--- src/rtl/spi_byte_rx.sv ---
// spi_byte_rx: SPI mode-0 slave byte receiver with MISO readback.
// Pins are synchronised into clk_i and SCLK/CS edges are detected there.
module spi_byte_rx #(
    parameter int SYNC_STAGES = 2
) (
    input  logic       clk_i,
    input  logic       rst_i,
    input  logic       spi_sclk_i,
    input  logic       spi_mosi_i,
    input  logic       spi_cs_n_i,
    input  logic       spi_dc_i,
    input  logic [7:0] tx_byte_data_i,
    output logic       spi_miso_o,
    output logic       spi_miso_oe_o,
    output logic       spi_byte_vld_o,
    output logic [7:0] spi_byte_data_o,
    output logic       dc_o,
    output logic       byte_abort_o
);

    typedef enum logic {
        IDLE,
        ACTIVE
    } state_t;

    logic [SYNC_STAGES-1:0] sclk_q;
    logic [SYNC_STAGES-1:0] mosi_q;
    logic [SYNC_STAGES-1:0] cs_n_q;
    logic [SYNC_STAGES-1:0] dc_q;

    logic sclk_s;
    logic mosi_s;
    logic cs_n_s;
    logic dc_s;
    logic sclk_d;
    logic cs_n_d;

    logic rise;
    logic fall;
    logic cs_fall;
    logic cs_rise;

    state_t     state;
    logic [2:0] bit_cnt;
    logic [6:0] rx_sr;
    logic [7:0] tx_sr;
    logic       load_pend;

    // Pin synchronisers, reset to the idle pin levels
    always_ff @(posedge clk_i) begin
        if (rst_i) begin
            sclk_q <= '0;
            mosi_q <= '0;
            cs_n_q <= '1;
            dc_q   <= '0;
        end else begin
            sclk_q <= {sclk_q[SYNC_STAGES-2:0], spi_sclk_i};
            mosi_q <= {mosi_q[SYNC_STAGES-2:0], spi_mosi_i};
            cs_n_q <= {cs_n_q[SYNC_STAGES-2:0], spi_cs_n_i};
            dc_q   <= {dc_q[SYNC_STAGES-2:0], spi_dc_i};
        end
    end

    assign sclk_s = sclk_q[SYNC_STAGES-1];
    assign mosi_s = mosi_q[SYNC_STAGES-1];
    assign cs_n_s = cs_n_q[SYNC_STAGES-1];
    assign dc_s   = dc_q[SYNC_STAGES-1];

    // Delayed copies of SCLK and CS for edge detection
    always_ff @(posedge clk_i) begin
        if (rst_i) begin
            sclk_d <= 1'b0;
            cs_n_d <= 1'b1;
        end else begin
            sclk_d <= sclk_s;
            cs_n_d <= cs_n_s;
        end
    end

    assign rise    = sclk_s & ~sclk_d;
    assign fall    = ~sclk_s & sclk_d;
    assign cs_fall = ~cs_n_s & cs_n_d;
    assign cs_rise = cs_n_s & ~cs_n_d;

    // Frame FSM: shift in on SCLK rise, shift out on SCLK fall
    always_ff @(posedge clk_i) begin
        if (rst_i) begin
            state           <= IDLE;
            bit_cnt         <= 3'd0;
            rx_sr           <= 7'd0;
            tx_sr           <= 8'd0;
            load_pend       <= 1'b0;
            spi_miso_oe_o   <= 1'b0;
            spi_byte_vld_o  <= 1'b0;
            spi_byte_data_o <= 8'h00;
            dc_o            <= 1'b0;
            byte_abort_o    <= 1'b0;
        end else begin
            spi_byte_vld_o <= 1'b0;
            byte_abort_o   <= 1'b0;
            unique case (state)
                IDLE: begin
                    if (cs_fall) begin
                        state         <= ACTIVE;
                        bit_cnt       <= 3'd0;
                        tx_sr         <= tx_byte_data_i;
                        load_pend     <= 1'b0;
                        spi_miso_oe_o <= 1'b1;
                    end
                end
                ACTIVE: begin
                    if (cs_rise) begin
                        state         <= IDLE;
                        bit_cnt       <= 3'd0;
                        load_pend     <= 1'b0;
                        spi_miso_oe_o <= 1'b0;
                        byte_abort_o  <= (bit_cnt != 3'd0);
                    end else begin
                        if (rise) begin
                            rx_sr   <= {rx_sr[5:0], mosi_s};
                            bit_cnt <= bit_cnt + 3'd1;
                            if (bit_cnt == 3'd7) begin
                                spi_byte_data_o <= {rx_sr, mosi_s};
                                dc_o            <= dc_s;
                                spi_byte_vld_o  <= 1'b1;
                                load_pend       <= 1'b1;
                            end
                        end
                        if (fall) begin
                            if (load_pend) begin
                                tx_sr     <= tx_byte_data_i;
                                load_pend <= 1'b0;
                            end else begin
                                tx_sr <= {tx_sr[6:0], 1'b0};
                            end
                        end
                    end
                end
                default: state <= IDLE;
            endcase
        end
    end

    assign spi_miso_o = tx_sr[7];

endmodule

--- config.mk ---
export PLATFORM = sky130hd
export DESIGN_NAME = spi_byte_rx
export DESIGN_NICKNAME = d
export VERILOG_FILES = /design/src/rtl/spi_byte_rx.sv
export SDC_FILE = /design/constraint.sdc
export NUM_CORES = 1
export LEC_CHECK = 0
export ABC_AREA = 1
export BUFFER_PORTS_ARGS = -buffer_cell sky130_fd_sc_hd__buf_2
export CAP_MARGIN = 20
export CORE_UTILIZATION = 59
export DETAILED_ROUTE_END_ITERATION = 16
export GPL_TIMING_DRIVEN = 0
export PLACE_DENSITY = 0.85
export SLEW_MARGIN = 10
export SYNTH_ARGS = -nofsm -noshare
export SYNTH_HDL_FRONTEND = slang
export SYNTH_SLANG_ARGS = --single-unit
--- constraint.sdc ---
create_clock -name clk_i -period 2.5 [get_ports clk_i]
set_input_delay 0.25 -clock clk_i [delete_from_list [all_inputs] [get_ports clk_i]]
set_output_delay 0.25 -clock clk_i [all_outputs]
set_load 0.01 [all_outputs]
==> impl_results.md <==
- Final Cycle Share: 56.3%
- Clock Sink Count: 42
- Post-Synthesis Cells: around 230
- Core Footprint: between 2000 and 3000 um^2
- WL/cell: 9.95 um
- Final WL: 2930 um
- Ys Warns: 0
- Number of routed nets with antenna violations: 0
- Syn_nets: between 200 and 250
- Distinct cells, synth: 22
- Leakage: 0.990 nW
- Max Cap Viol: 0
- DRT iter0 DRCs: 70
- Net switching power: between 0.2 and 0.3 mW
- Cells taking the most area after synthesis: dfxtp_1 (49%), nand2_1 (12%), nor2_1 (11%)
- Post-CTS Resized: 0
- Final min period: between 1 and 1.5 ns
- P_int: 0.948 mW
- Logic pwr share: 9.8%
- Seq cells post-synth: 42
- GP Congestion: between 0.8 and 0.9
- Die area: 3120 um^2
- Layout cell share with drive strength beyond 1: 20.5%
- Clock power share: 33.7%
- Number of global-route vias before repair: 1222
- H-tree levels: 2
- Worst-path clk slew: 0.12 ns
- Critical path endpoint category: register
- Row count: 19
- Post-CTS Setup Repair Bufs: 0
- Post-route setup TNS: 0 ns
- Clock buffer depth: 2
- Gr ovfl total: 0
- Nets: around 280
- Cts bufs inserted: 5
- Syn-to-layout area delta: 14.4%
- R2r setup slk: 1.09 ns
- Required @ worst endpoint: 2.81 ns
- DRT Pass-1 Iters: 4
- Root Buffer: clkbuf_4
- Gr usage total: 20.8%
- Antenna violations before repair: 0
- Final hold violations: 0
- WS Path Type: reg2reg
- Setup violators final: 0
- Ant diodes: 0
- HPWL Detailed: 2120 um
- Seq pwr share: 56.5%
- Status: finished, final reports clean
- Worst VDD drop: 0.552 mV
- Mapped Area: 1710 um^2
- Drt via density: 4.91
- Cells along the critical path: ha_1 -> ha_1 -> nand4_4 -> nor2_2 -> nand2_1 -> nand2_1
- IO buf count: 26
- Drt drc: 0
- Via count: approximately 1400
- Mean Syn Cell Area: 7.47 um^2
- Final Core Density: 71.0%
- Die Span Y: approximately 56 um
- Hold buffers post-CTS: 0
- Sequential area share after synthesis: between 40% and 50%
- Least-Margin Pin Slew: 0.429 ns
- I/O pin cnt: 27
- Die X: 55.8 um
- Max Slew Vio Count: 0
- Share of the synthesized area in the top cell type: 49.2%
- Slowest CP cell: dfxtp_1
- Fmax: 0.711 GHz
- Cell Pwr Density: 636 nW/um^2
- CP max FO: 8
- Setup crit start kind: register
- Crit path arrival time: roughly 1.7 ns
- Clock skew after layout: 0.0112 ns
- CP peak stage delay: 0.39 ns
- CTS tree: built
- Largest area contributor in the netlist: dfxtp_1
- Rel. slew slack: 71.4%
- Initial Util: about 62%
- Switching Share: 23.7%
- Worst-Skew Late Latency: about 0.35 ns
- RSZ-0062 raised after global routing: false
- Largest net degree at the start of global routing: 14
- Hold Crit Class: in2reg
- First-pass GRT wire length: 5000 um
-- registers in the layout, indices dropped and copies added (netlist names) --
register	count
spi_byte_data_o	8
cs_n_d	1
state	1
sclk_q	2
dc_o	1
load_pend	1
tx_sr	8
mosi_q	2
dc_q	2
rx_sr	7
spi_miso_oe_o	1
spi_byte_vld_o	1
cs_n_q	2
sclk_d	1
byte_abort_o	1
bit_cnt	3
-- worst max-delay path, delay by kind of cell (launching register included) --
kind	cells	cell delay (ns)
adders and majority gates	2	0.39
DFF	1	0.39
and+or+nand+nor	4	0.58
-- through the flow --
step / total power [mW] / worst slack (ns) / std cells / hold slack (ns) / area (um^2)
floorplan: 0.809 / 1.26 / 229 / 0.354 / 1710
global placement: 0.836 / 1.14 / 286 / 0.389 / 1880
detailed placement: 0.841 / 1.14 / 286 / 0.394 / 1880
CTS: 1.25 / 1.10 / 294 / 0.0596 / 1960
global route: 1.31 / 0.970 / 294 / 0.0512 / 1960
finish: 1.24 / 1.09 / 294 / 0.0791 / 1960
-- power groups by stage --
stage / Clock (mW) / Sequential (mW) / Combinational (mW)
floorplan: 0 / 0.718 / 0.0904
global placement: 0 / 0.718 / 0.118
detailed placement: 0 / 0.719 / 0.122
CTS: 0.429 / 0.703 / 0.123
global route: 0.462 / 0.707 / 0.141
finish: 0.419 / 0.703 / 0.122
-- cells in the mapped netlist (all sizes together) --
| cell | instances |
|---|---|
| nor2 | 51 |
| nand2 | 58 |
| a211oi | 1 |
| buf | 7 |
| nand4 | 1 |
| clkbuf | 1 |
| o21ai | 15 |
| a21oi | 4 |
| inv | 27 |
| dfxtp | 42 |
| nand3 | 17 |
| ha | 3 |
| or2 | 2 |
-- layout make-up --
cell class	instances	area, um^2
multi-input cells	152	718
clock inverters	3	40.0
plain buffers	8	50.0
well taps	31	38.8
clock buffers	5	37.5
flip-flops and latches	42	841
inverters	27	101
repair buffers	26	130
fillers	231	801
-- routing by layer --
metal | track usage, % | vias to the layer above | wire (um)
met3 | 4.88 | 5 | 155
li1 | - | 769 | -
met5 | 0 | - | 0
met2 | 31.0 | 33 | 1420
met4 | 13.9 | 0 | 35
met1 | 26.9 | 638 | 1310
-- worst paths after layout --
kind                                            to  startpoint  depth (start not counted)
worst max-delay path            spi_byte_data_o[6]  bit_cnt[0]                          6
worst min register to register           mosi_q[1]   mosi_q[0]                          2
worst max register to register  spi_byte_data_o[6]  bit_cnt[0]                          6
worst min-delay path                     cs_n_q[0]  spi_cs_n_i                          2
-- placed cells by master, fill, tap and decap left out --
master     synthesis  routed
a211oi_1           1       1
a21oi_1            4       4
buf_1              1       1
buf_2              4      30
buf_6              2       2
bufinv_16          0       1
clkbuf_1           1       1
clkbuf_4           0       5
clkinv_2           0       2
dfxtp_1           42      42
ha_1               3       3
inv_1             24      24
inv_2              3       3
nand2_1           54      54
nand2_2            1       1
nand2_4            3       3
nand3_1           16      16
nand3_4            1       1
nand4_4            1       1
nor2_1            48      48
nor2_2             2       2
nor2_4             1       1
o21ai_0           13      13
o21ai_1            2       2
or2_2              2       2
-- kinds of logic after synthesis --
| family | count (synthesis) | synth area share (%) |
|---|---|---|
| buffers and inverters | 35 | 8.85 |
| flip-flops | 42 | 49.2 |
| AO/OA/AOI/OAI | 20 | 6.00 |
| AND/OR/NAND/NOR | 129 | 33.8 |
| adder cells (fa/ha/maj) | 3 | 2.19 |
Power figures use the tool's default switching activity.
